### config.mk
export PLATFORM = sky130hd
export DESIGN_NAME = complex_issue_queue
export DESIGN_NICKNAME = d
export VERILOG_FILES = /design/src/rtl/complex_pkg.sv /design/src/rtl/tag_match.sv /design/src/rtl/complex_issue_queue.sv
export SDC_FILE = /design/constraint.sdc
export NUM_CORES = 1
export LEC_CHECK = 0
export CAP_MARGIN = 5
export CORE_MARGIN = 2
export CORE_UTILIZATION = 49
export CTS_CLUSTER_DIAMETER = 150
export DETAILED_ROUTE_END_ITERATION = 8
export PLACE_DENSITY = 0.67
export SLEW_MARGIN = 10
export SYNTH_ARGS = -nofsm -noshare
export SYNTH_HDL_FRONTEND = slang
export SYNTH_HIERARCHICAL = 1
export SYNTH_SLANG_ARGS = --single-unit
### constraint.sdc
create_clock -name clk_i -period 3.9 [get_ports clk_i]
set_input_delay 0.39 -clock clk_i [delete_from_list [all_inputs] [get_ports clk_i]]
set_output_delay 0.39 -clock clk_i [all_outputs]
set_load 0.05 [all_outputs]
### src/rtl/complex_pkg.sv
// Shared types and constants for the complex (mul/div) issue path.
package complex_pkg;

    localparam int TAG_W = 6;
    localparam int ROB_W = 5;

    // bit2 selects divide, bits1:0 the variant
    localparam logic [2:0] CX_MUL    = 3'b000;
    localparam logic [2:0] CX_MULH   = 3'b001;
    localparam logic [2:0] CX_MULHSU = 3'b010;
    localparam logic [2:0] CX_MULHU  = 3'b011;
    localparam logic [2:0] CX_DIV    = 3'b100;
    localparam logic [2:0] CX_DIVU   = 3'b101;
    localparam logic [2:0] CX_REM    = 3'b110;
    localparam logic [2:0] CX_REMU   = 3'b111;

    typedef struct packed {
        logic [2:0]       opcode;
        logic [TAG_W-1:0] src1;
        logic [TAG_W-1:0] src2;
        logic             rdy1;
        logic             rdy2;
        logic [TAG_W-1:0] dest;
        logic [ROB_W-1:0] rob;
    } ciq_entry_t;

endpackage

### src/rtl/tag_match.sv
// Compares one source tag against every valid writeback broadcast.
module tag_match #(
    parameter int TAG_W = 6,
    parameter int NPORT = 2
) (
    input  logic [TAG_W-1:0]       tag,
    input  logic [NPORT-1:0]       bc_valid,
    input  logic [NPORT*TAG_W-1:0] bc_tag,
    output logic                   hit
);

    always_comb begin
        hit = 1'b0;
        for (int k = 0; k < NPORT; k++) begin
            if (bc_valid[k] && (bc_tag[k*TAG_W +: TAG_W] == tag))
                hit = 1'b1;
        end
    end

endmodule

### src/rtl/complex_issue_queue.sv
// In-order issue queue feeding the complex unit; issues the head once both
// sources are ready (with same-cycle wakeup bypass) and the unit is free.
module complex_issue_queue #(
    parameter int DEPTH = 4,
    parameter int TAG_W = complex_pkg::TAG_W,
    parameter int ROB_W = complex_pkg::ROB_W
) (
    input  logic               clk_i,
    input  logic               rst_ni,
    input  logic               flush_i,
    input  logic               dispatch_valid_i,
    output logic               dispatch_ready_o,
    input  logic [2:0]         dispatch_opcode_i,
    input  logic [TAG_W-1:0]   dispatch_src1_i,
    input  logic [TAG_W-1:0]   dispatch_src2_i,
    input  logic               dispatch_src1_rdy_i,
    input  logic               dispatch_src2_rdy_i,
    input  logic [TAG_W-1:0]   dispatch_dest_i,
    input  logic [ROB_W-1:0]   dispatch_rob_i,
    input  logic [1:0]         wakeup_valid_i,
    input  logic [2*TAG_W-1:0] wakeup_tag_i,
    input  logic               unit_busy_i,
    output logic               issue_valid_o,
    output logic [2:0]         issue_opcode_o,
    output logic [TAG_W-1:0]   issue_src1_o,
    output logic [TAG_W-1:0]   issue_src2_o,
    output logic [TAG_W-1:0]   issue_dest_o,
    output logic [ROB_W-1:0]   issue_rob_o
);
    import complex_pkg::*;

    localparam int PTR_W = $clog2(DEPTH);
    localparam int NWAKE = 2;

    ciq_entry_t       q_mem [DEPTH];
    logic [PTR_W-1:0] head_q, tail_q;
    logic [PTR_W:0]   count_q;
    logic [DEPTH-1:0] occ, hit1, hit2;
    logic             d_hit1, d_hit2;
    logic             enq, issue_go, head_ok;
    ciq_entry_t       head_e, new_e;

    for (genvar i = 0; i < DEPTH; i++) begin : g_ent
        logic [PTR_W-1:0] off;

        tag_match #(.TAG_W(TAG_W), .NPORT(NWAKE)) u_m1 (
            .tag(q_mem[i].src1), .bc_valid(wakeup_valid_i), .bc_tag(wakeup_tag_i), .hit(hit1[i])
        );
        tag_match #(.TAG_W(TAG_W), .NPORT(NWAKE)) u_m2 (
            .tag(q_mem[i].src2), .bc_valid(wakeup_valid_i), .bc_tag(wakeup_tag_i), .hit(hit2[i])
        );

        // distance from head decides whether slot i holds a live op
        assign off    = PTR_W'(i) - head_q;
        assign occ[i] = ({1'b0, off} < count_q);
    end

    tag_match #(.TAG_W(TAG_W), .NPORT(NWAKE)) u_d1 (
        .tag(dispatch_src1_i), .bc_valid(wakeup_valid_i), .bc_tag(wakeup_tag_i), .hit(d_hit1)
    );
    tag_match #(.TAG_W(TAG_W), .NPORT(NWAKE)) u_d2 (
        .tag(dispatch_src2_i), .bc_valid(wakeup_valid_i), .bc_tag(wakeup_tag_i), .hit(d_hit2)
    );

    assign dispatch_ready_o = (count_q != (PTR_W+1)'(DEPTH));
    assign enq              = dispatch_valid_i && dispatch_ready_o && !flush_i;

    assign head_e  = q_mem[head_q];
    assign head_ok = (head_e.rdy1 | hit1[head_q]) & (head_e.rdy2 | hit2[head_q]);
    // the issue_valid_o term forces an idle cycle while the unit raises busy
    assign issue_go = (count_q != '0) && head_ok && !unit_busy_i && !issue_valid_o && !flush_i;

    assign new_e = '{opcode: dispatch_opcode_i,
                     src1:   dispatch_src1_i,
                     src2:   dispatch_src2_i,
                     rdy1:   dispatch_src1_rdy_i | d_hit1,
                     rdy2:   dispatch_src2_rdy_i | d_hit2,
                     dest:   dispatch_dest_i,
                     rob:    dispatch_rob_i};

    always_ff @(posedge clk_i or negedge rst_ni) begin
        if (!rst_ni) begin
            head_q  <= '0;
            tail_q  <= '0;
            count_q <= '0;
        end else if (flush_i) begin
            head_q  <= '0;
            tail_q  <= '0;
            count_q <= '0;
        end else begin
            if (enq)      tail_q <= tail_q + 1'b1;
            if (issue_go) head_q <= head_q + 1'b1;
            case ({enq, issue_go})
                2'b10:   count_q <= count_q + 1'b1;
                2'b01:   count_q <= count_q - 1'b1;
                default: count_q <= count_q;
            endcase
        end
    end

    // payload storage carries no reset; free slots are rewritten on enqueue
    always_ff @(posedge clk_i) begin
        for (int i = 0; i < DEPTH; i++) begin
            if (occ[i] && hit1[i]) q_mem[i].rdy1 <= 1'b1;
            if (occ[i] && hit2[i]) q_mem[i].rdy2 <= 1'b1;
        end
        if (enq) q_mem[tail_q] <= new_e;
    end

    always_ff @(posedge clk_i or negedge rst_ni) begin
        if (!rst_ni) begin
            issue_valid_o  <= 1'b0;
            issue_opcode_o <= '0;
            issue_src1_o   <= '0;
            issue_src2_o   <= '0;
            issue_dest_o   <= '0;
            issue_rob_o    <= '0;
        end else begin
            issue_valid_o <= issue_go;
            if (issue_go) begin
                issue_opcode_o <= head_e.opcode;
                issue_src1_o   <= head_e.src1;
                issue_src2_o   <= head_e.src2;
                issue_dest_o   <= head_e.dest;
                issue_rob_o    <= head_e.rob;
            end
        end
    end

endmodule

# [Word level (Yosys, flattened, before mapping)]
# Memory sizes are Yosys's and may differ from the RTL's.
# Index checks and enable logic that the tools add are counted.
[totals] ff_bits=34 mem_bits_rw=112 in_bits=47 out_inout_bits=28 elab_cells=140 memories=1
[classes] addsub=8 n_lt_le_gt_ge=5 n_eq_ne=23 muxes=48 bitwise_logic=5 n_reduce_logical=41
[memory_table] memory="q_mem" depth=4 width=28 rd=5 rd_clocked_by_memory_dff=0 wr=5 line_no="complex_issue_queue.sv:35" rtl="ciq_entry_t q_mem [DEPTH];"
[ops] cell="$eq A6 B6 Y1" count=20
[ops] cell="$mux W1" count=40
[ops] cell="$logic_and A1 B1 Y1" count=34
[ops] cell="$lt A2 B3 Y1" count=4
[ops] cell="$mux W2" count=4
[ops] cell="$pmux W3 S2" count=1
[ops] cell="$reduce_bool A3 Y1" count=2
[ops] cell="$add A2 B1 Y2 const B" count=2
[ops] cell="$bmux W1 S2" count=2
[ops] cell="$or A1 B1 Y1" count=4
[ops] cell="$reduce_bool A2 Y1" count=2
[ops] cell="$sub A1 B2 Y2 const A" count=2
[ops] cell="$sub A2 B2 Y2 const A" count=2
[ops] cell="$add A3 B1 Y3 const B" count=1
[ops] cell="$logic_not A1 Y1" count=3
[ops] cell="$lt A2 B3 Y1 const B" count=1
[ops] cell="$mux W3" count=1
[ops] cell="$ne A3 B3 Y1 const B" count=1
[ops] cell="$sub A3 B1 Y3 const B" count=1
[ops] cell="$eq A2 B1 Y1 const B" count=1
[ops] cell="$eq A2 B2 Y1 const B" count=1
[ops] cell="$and A1 B1 Y1" count=1

# [Logic depth before layout (Yosys ltp)]
# An unclocked memory read counts as a cell.
[logic_depth] word_depth=16 mapped_depth=15 ltp_nobuf=14

# [Modules after synthesis]
# Netlist, hierarchy kept.
[by_module_without_submodules] module="complex_issue_queue" n_inst=1 cells_per_inst=315 area_each_um2=5843.1 seq_area_each_um2=4134.0
[by_module_without_submodules] module="tag_match" n_inst=10 cells_per_inst=17 area_each_um2=133.9 seq_area_each_um2=0.0

# [Worst setup path after synthesis]
# No wires, ideal clock.
[synth_path] kind="flip-flop to flip-flop" startpoint="memory q_mem[2][15] (netlist bit)" endpoint="register count_q[1]" setup_time_ns=0.139 t_arrival_ns=3.050 required_ns=3.761 path_slack_ns=0.711 path_stages_with_launch=13 n_path_buf=1 synth_period_minus_slack_ns=3.189 path_cell_list="edfxtp_1 > xnor2_1 > nand4_1 > o22ai_1 > nor4b_2 > nor4b_4 > nand4_4 > nor2_4 > buf_6 > and2_1 > fa_1 > nor4bb_1 > or4_1"
[synth_rtl] element="from (decl)" line_no="complex_issue_queue.sv:35"
[synth_rtl] element="to (signal assigned)" line_no="complex_issue_queue.sv:94" rtl="2'b10: count_q <= count_q + 1'b1;"
[synth_rtl] element="to (signal assigned)" line_no="complex_issue_queue.sv:95" rtl="2'b01: count_q <= count_q - 1'b1;"
[synth_rtl] element="to (signal assigned)" line_no="complex_issue_queue.sv:96" rtl="default: count_q <= count_q;"
[synth_rtl] element="to (decl)" line_no="complex_issue_queue.sv:37" rtl="logic [PTR_W:0] count_q;"

# [Final worst setup path]
[layout_path] startpoint="input port wakeup_tag_i[0]" endpoint="register count_q[2]"
[layout_between] elab_chain_len=15 word_cells_on_any_way=48 classes_between="eq/ne (10); mux (22); bitwise (3); reduce/logical (13)"
[layout_rtl] element="from (decl)" line_no="complex_issue_queue.sv:21" rtl="input logic [2*TAG_W-1:0] wakeup_tag_i,"
[layout_rtl] element="$eq A6 B6 Y1 (*)" line_no="tag_match.sv:15" rtl="if (bc_valid[k] && (bc_tag[k*TAG_W +: TAG_W] == tag))"
[layout_rtl] element="$logic_and A1 B1 Y1 (*)" line_no="tag_match.sv:15"
[layout_rtl] element="$mux W1 (*) (2 in a row)" line_no="tag_match.sv:15"
[layout_rtl] element="via hit1[3]" line_no="complex_issue_queue.sv:38" rtl="logic [DEPTH-1:0] occ, hit1, hit2;"
[layout_rtl] element="$bmux W1 S2 (*)" line_no="complex_issue_queue.sv:69" rtl="assign head_ok = (head_e.rdy1 | hit1[head_q]) & (head_e.rdy2 | hit2[head_q]);"
[layout_rtl] element="$mux W1 (not written as such) (*)" line_no="complex_issue_queue.sv:69"
[layout_rtl] element="$or A1 B1 Y1 (*)" line_no="complex_issue_queue.sv:69"
[layout_rtl] element="$and A1 B1 Y1 (*)" line_no="complex_issue_queue.sv:69"
[layout_rtl] element="$logic_and A1 B1 Y1 (*) (4 in a row)" line_no="complex_issue_queue.sv:71" rtl="assign issue_go = (count_q != '0) && head_ok && !unit_busy_i && !issue_valid_o && !flush_i;"
[layout_rtl] element="$eq A2 B1 Y1 or $eq A2 B2 Y1 (tied branches)" line_no="complex_issue_queue.sv:93" rtl="case ({enq, issue_go})"
[layout_rtl] element="$pmux W3 S2" line_no="complex_issue_queue.sv:93"
[layout_rtl] element="$mux W3" line_no="complex_issue_queue.sv:86" rtl="end else if (flush_i) begin"
# The timed path passes the listed nets; every way through them passes the cells marked *. The select of a mux whose other input is x is not followed.
# A chain may end at the register's enable or synchronous reset.

==> results list <==
- Of the post-synthesis cell area, the part taken by muxes is 13.5%.
- Setup repair after global routing left no endpoint under its margin.
- Result of the run: completed
* Final number of hold-violating endpoints: 0
* Post-Layout Inst Area: 0.00892 mm²
- Layout-stage area growth over the synthesis result: 24.3%
- Across all layers, the routed design uses 4,414 vias.
* Total of hold buffers inserted after clock tree synthesis: 0
* Remaining routing DRC violations: 0
- After detailed placement, the total cell area comes to 0.00832 mm².
* Root buf cell: sky130_fd_sc_hd__clkbuf_16
- Number of antenna cells inserted: 0
- When the netlist entered floorplanning its net count stood at 541.
* Largest net degree at the start of global routing: 35
- Between clock sinks in the finished design, the worst skew comes to 0.0134 ns.
- Buffer depth of the longest clock path: 2
* Share of the clock period used by the worst path after layout: 85.9%
- Of all nets on the critical path, the largest fanout is 10.
- Total of endpoints with negative setup slack in the final report: 0
* Antenna viol nets, final: 0
- The wire-length estimate of the detail-placed layout is 11.3 mm.
* Fmax: 299 MHz
- Leading cell types in the layout, fill and taps excluded: sky130_fd_sc_hd__xnor2_1 (123), sky130_fd_sc_hd__edfxtp_1 (104), sky130_fd_sc_hd__clkdlybuf4s50_1 (73), sky130_fd_sc_hd__dfrtp_1 (33)
- Share of final-layout standard cells stronger than drive strength 1: 14.5%
* Clock transition at the register clock pins on the worst setup and hold paths after CTS: 0.06 ns
- The core region is 0.0144 mm².
- Headroom to the max-slew limit: 39.5%
- Total Nets Final: 643
- Post-detailed-route wirelength per cell: 21.2 µm
- TritonCTS built the clock tree.
- Global routing used 22.6% of the available tracks.
- Die Y-Extent: 125 µm
- The cell area that synthesis handed to floorplanning was 0.00718 mm².
- Die span in x: 125 µm
- Num CTS Buffers: 17
* Post-detailed-routing wire length: 16.6 mm
* Port bufs: 74
- Synthesized netlist cell count: 485
- Iteration-0 DRC Markers: 345
- Worst Setup Slack post-DPL: 0.139 ns
- Slew at the pin closest to its max-slew limit: 0.908 ns
- Summing the areas of all xor and xnor instances in the mapped netlist gives 15.3% of the synthesized area.
* Category of the worst setup path capture point: flop
- IR drop worst, VDD: 0.000431 V
- In this run, synthesis produced a sequential element count of 146.
- The total overflow left after global routing is 0.
- Startpoint kind of the worst setup timing path: primary input
* Simple-Gate Fraction of Synth Area: 7.86%
- Setup slack on the critical path of the routed design comes to 0.551 ns.
- At the worst endpoint, the required time is 4.19 ns.
- Number of cells on the worst reg-to-reg path: 14
* Critical path arrival: 3.64 ns
* Count of clock tree sinks: 146
- Library cells used by synthesis: 45
* Most instantiated flip-flop cell in the synthesis netlist: sky130_fd_sc_hd__edfxtp_1
- 75 I/O pins were placed.
* Die Footprint: 0.0156 mm²
* Main combinational cell family by area after synthesis: XOR/XNOR gates
- Arithmetic-cell share of the synthesized area counting full adders, half adders and majority gates: 1.67%
- Sequential cells were found to cover 57.6% of the synthesized design area.
- The number of pins with negative max-slew slack in the final report came to 0.
* Antenna violations before repair: 0
- The clock tree synthesis step divided the H-tree into 4 levels.
* Min Tclk post-route: 3.35 ns
* Sum Neg Setup Slack: 0 ns
* Most common cell after layout, fill and taps aside: sky130_fd_sc_hd__xnor2_1
- Post-CTS repair timing setup buffer count: 0
- Initial core utilization: 49.8%
- Area used by sequential logic in the layout: 0.00414 mm²
- Clock insertion delay at the later pin of the skew report: 0.42 ns
- In the final layout, the multi-input gates occupy 0.00294 mm².
- Using the TritonRoute via totals, the vias-per-cell ratio works out to 5.63.
* Resized cells post-CTS: 0
- Power spread over the standard cell area amounts to 624 mW/mm².
* Critical setup path kind: in2reg
* Syn avg cell area: 14.8 µm²
- The first global-routing pass estimated 26.6 mm of wire.
* Proportion of synthesized flip-flops having asynchronous set or reset: 23.3%
- Layout filler cell count: 1,108
* Pleak: 0.00307 µW
* Hold Crit Class: in2async
* Number of optimization iterations in the first detailed-route pass: 4
- Number of placement rows: 44
* Gpl congestion: 0.927
- Across the run, the number of max-cap violations was 0.
* Warning count from the yosys run: 6
- Summing the areas of all compound-gate instances in the mapped netlist gives 2.56% of the synthesized area.
- Number of global-route vias before repair: 4,756
* Number of enable flip-flop cells after synthesis: 104
==> stage by stage <==
step	utilization, %	instances	hold slack [ns]	total power [µW]
after floorplan	-	485	0.0944	3290
after global placement	57.7	752	0.467	3880
after detailed placement	57.7	752	0.474	3930
after CTS	61.9	784	0.134	5620
after global routing	61.9	784	0.163	5800
final	61.9	784	0.0932	5570
==> sequential cells by signal, indices dropped and copies added, names as in the netlist <==
| name | cells |
|---|---|
| q_mem | 112 |
| issue_dest_o | 6 |
| issue_src1_o | 6 |
| issue_src2_o | 6 |
| issue_rob_o | 5 |
| count_q | 3 |
| issue_opcode_o | 3 |
| head_q | 2 |
| tail_q | 2 |
| issue_valid_o | 1 |
==> worst max-delay path: stages <==
cell and delay (ns):
sky130_fd_sc_hd__clkdlybuf4s50_1 0.51, sky130_fd_sc_hd__buf_12 0.16, sky130_fd_sc_hd__xnor2_1 0.13, sky130_fd_sc_hd__nand4_1 0.12, sky130_fd_sc_hd__o22ai_1 0.31, sky130_fd_sc_hd__nor3b_1 0.10
sky130_fd_sc_hd__o21ai_1 0.37, sky130_fd_sc_hd__nand4_4 0.17, sky130_fd_sc_hd__nor2_4 0.11, sky130_fd_sc_hd__and2_1 0.15, sky130_fd_sc_hd__fa_1 0.23, sky130_fd_sc_hd__nor2_1 0.07
sky130_fd_sc_hd__nand2_1 0.13, sky130_fd_sc_hd__a21oi_1 0.05, sky130_fd_sc_hd__a31o_1 0.21, sky130_fd_sc_hd__or4_1 0.40
==> cell type report <==
cell class / count / area share, %
sequential: 146 / 46.3
multi-input combinational: 316 / 32.9
timing repair buffer: 96 / 10.9
clock buffer: 19 / 4.85
tap: 184 / 2.58
clock inverter: 13 / 1.96
inverter: 10 / 0.421
==> logic make-up (layout without fill, tap and decap cells) <==
| logic type | after synthesis | count (layout) |
|---|---|---|
| simple gates | 90 | 90 |
| xor+xnor | 124 | 124 |
| buf+inv | 23 | 138 |
| flops | 146 | 146 |
| mux | 61 | 61 |
| fa+ha+maj | 9 | 9 |
| compound gates | 32 | 32 |
==> cells in the mapped netlist (2+ instances only) <==
cell type	n	area [µm²]
sky130_fd_sc_hd__xnor2_1	123	1080
sky130_fd_sc_hd__edfxtp_1	104	3120
sky130_fd_sc_hd__dfrtp_1	34	851
sky130_fd_sc_hd__mux2_1	26	293
sky130_fd_sc_hd__mux4_2	26	586
sky130_fd_sc_hd__nand3_1	22	110
sky130_fd_sc_hd__nand4_1	20	125
sky130_fd_sc_hd__a21oi_1	15	75.1
sky130_fd_sc_hd__inv_1	10	37.5
sky130_fd_sc_hd__nor2_1	10	37.5
sky130_fd_sc_hd__o22ai_1	10	62.6
sky130_fd_sc_hd__mux2i_1	9	90.1
sky130_fd_sc_hd__nand2_1	9	33.8
sky130_fd_sc_hd__dfxtp_1	8	160
sky130_fd_sc_hd__ha_1	8	100
sky130_fd_sc_hd__buf_2	5	25.0
sky130_fd_sc_hd__clkbuf_1	4	15.0
sky130_fd_sc_hd__and2_1	3	18.8
sky130_fd_sc_hd__nor3_1	3	15.0
sky130_fd_sc_hd__nor4_1	3	18.8
sky130_fd_sc_hd__o21ai_1	3	15.0
sky130_fd_sc_hd__or2_2	3	18.8
sky130_fd_sc_hd__buf_6	2	22.5
sky130_fd_sc_hd__nor3b_1	2	15.0
sky130_fd_sc_hd__nor4bb_1	2	20.0
sky130_fd_sc_hd__or4_1	2	15.0
==> routing by layer <==
metal	global-route usage [%]	share of wire, %	vias to the layer above
li1	-	-	2028
met1	30.1	44	2241
met2	37.3	50	120
met3	4.41	4.6	25
met4	8.04	2.2	0
met5	0	0	-
==> final timing paths <==
| kind | startpoint | endpoint | slack (ns) |
|---|---|---|---|
| setup / recovery | wakeup_tag_i[0] | count_q[2] | 0.55 |
| hold / removal | rst_ni | issue_src1_o[1] | 0.09 |
| setup reg to reg | q_mem[3][20] | count_q[2] | 0.67 |
| hold reg to reg | issue_rob_o[0] | issue_rob_o[0] | 0.48 |
| max in group asynchronous | rst_ni | head_q[0] | 3.17 |
| min in group clk_i | issue_rob_o[0] | issue_rob_o[0] | 0.48 |
==> where the power goes <==
part | internal (µW) | total (µW) | switching (µW) | leakage (µW)
clock network | 1020 | 1680 | 661 | 0.000290
registers | 1940 | 2120 | 181 | 0.00144
logic | 737 | 1760 | 1030 | 0.00134
total | 3700 | 5570 | 1870 | 0.00307
Power figures use the tool's default switching activity.
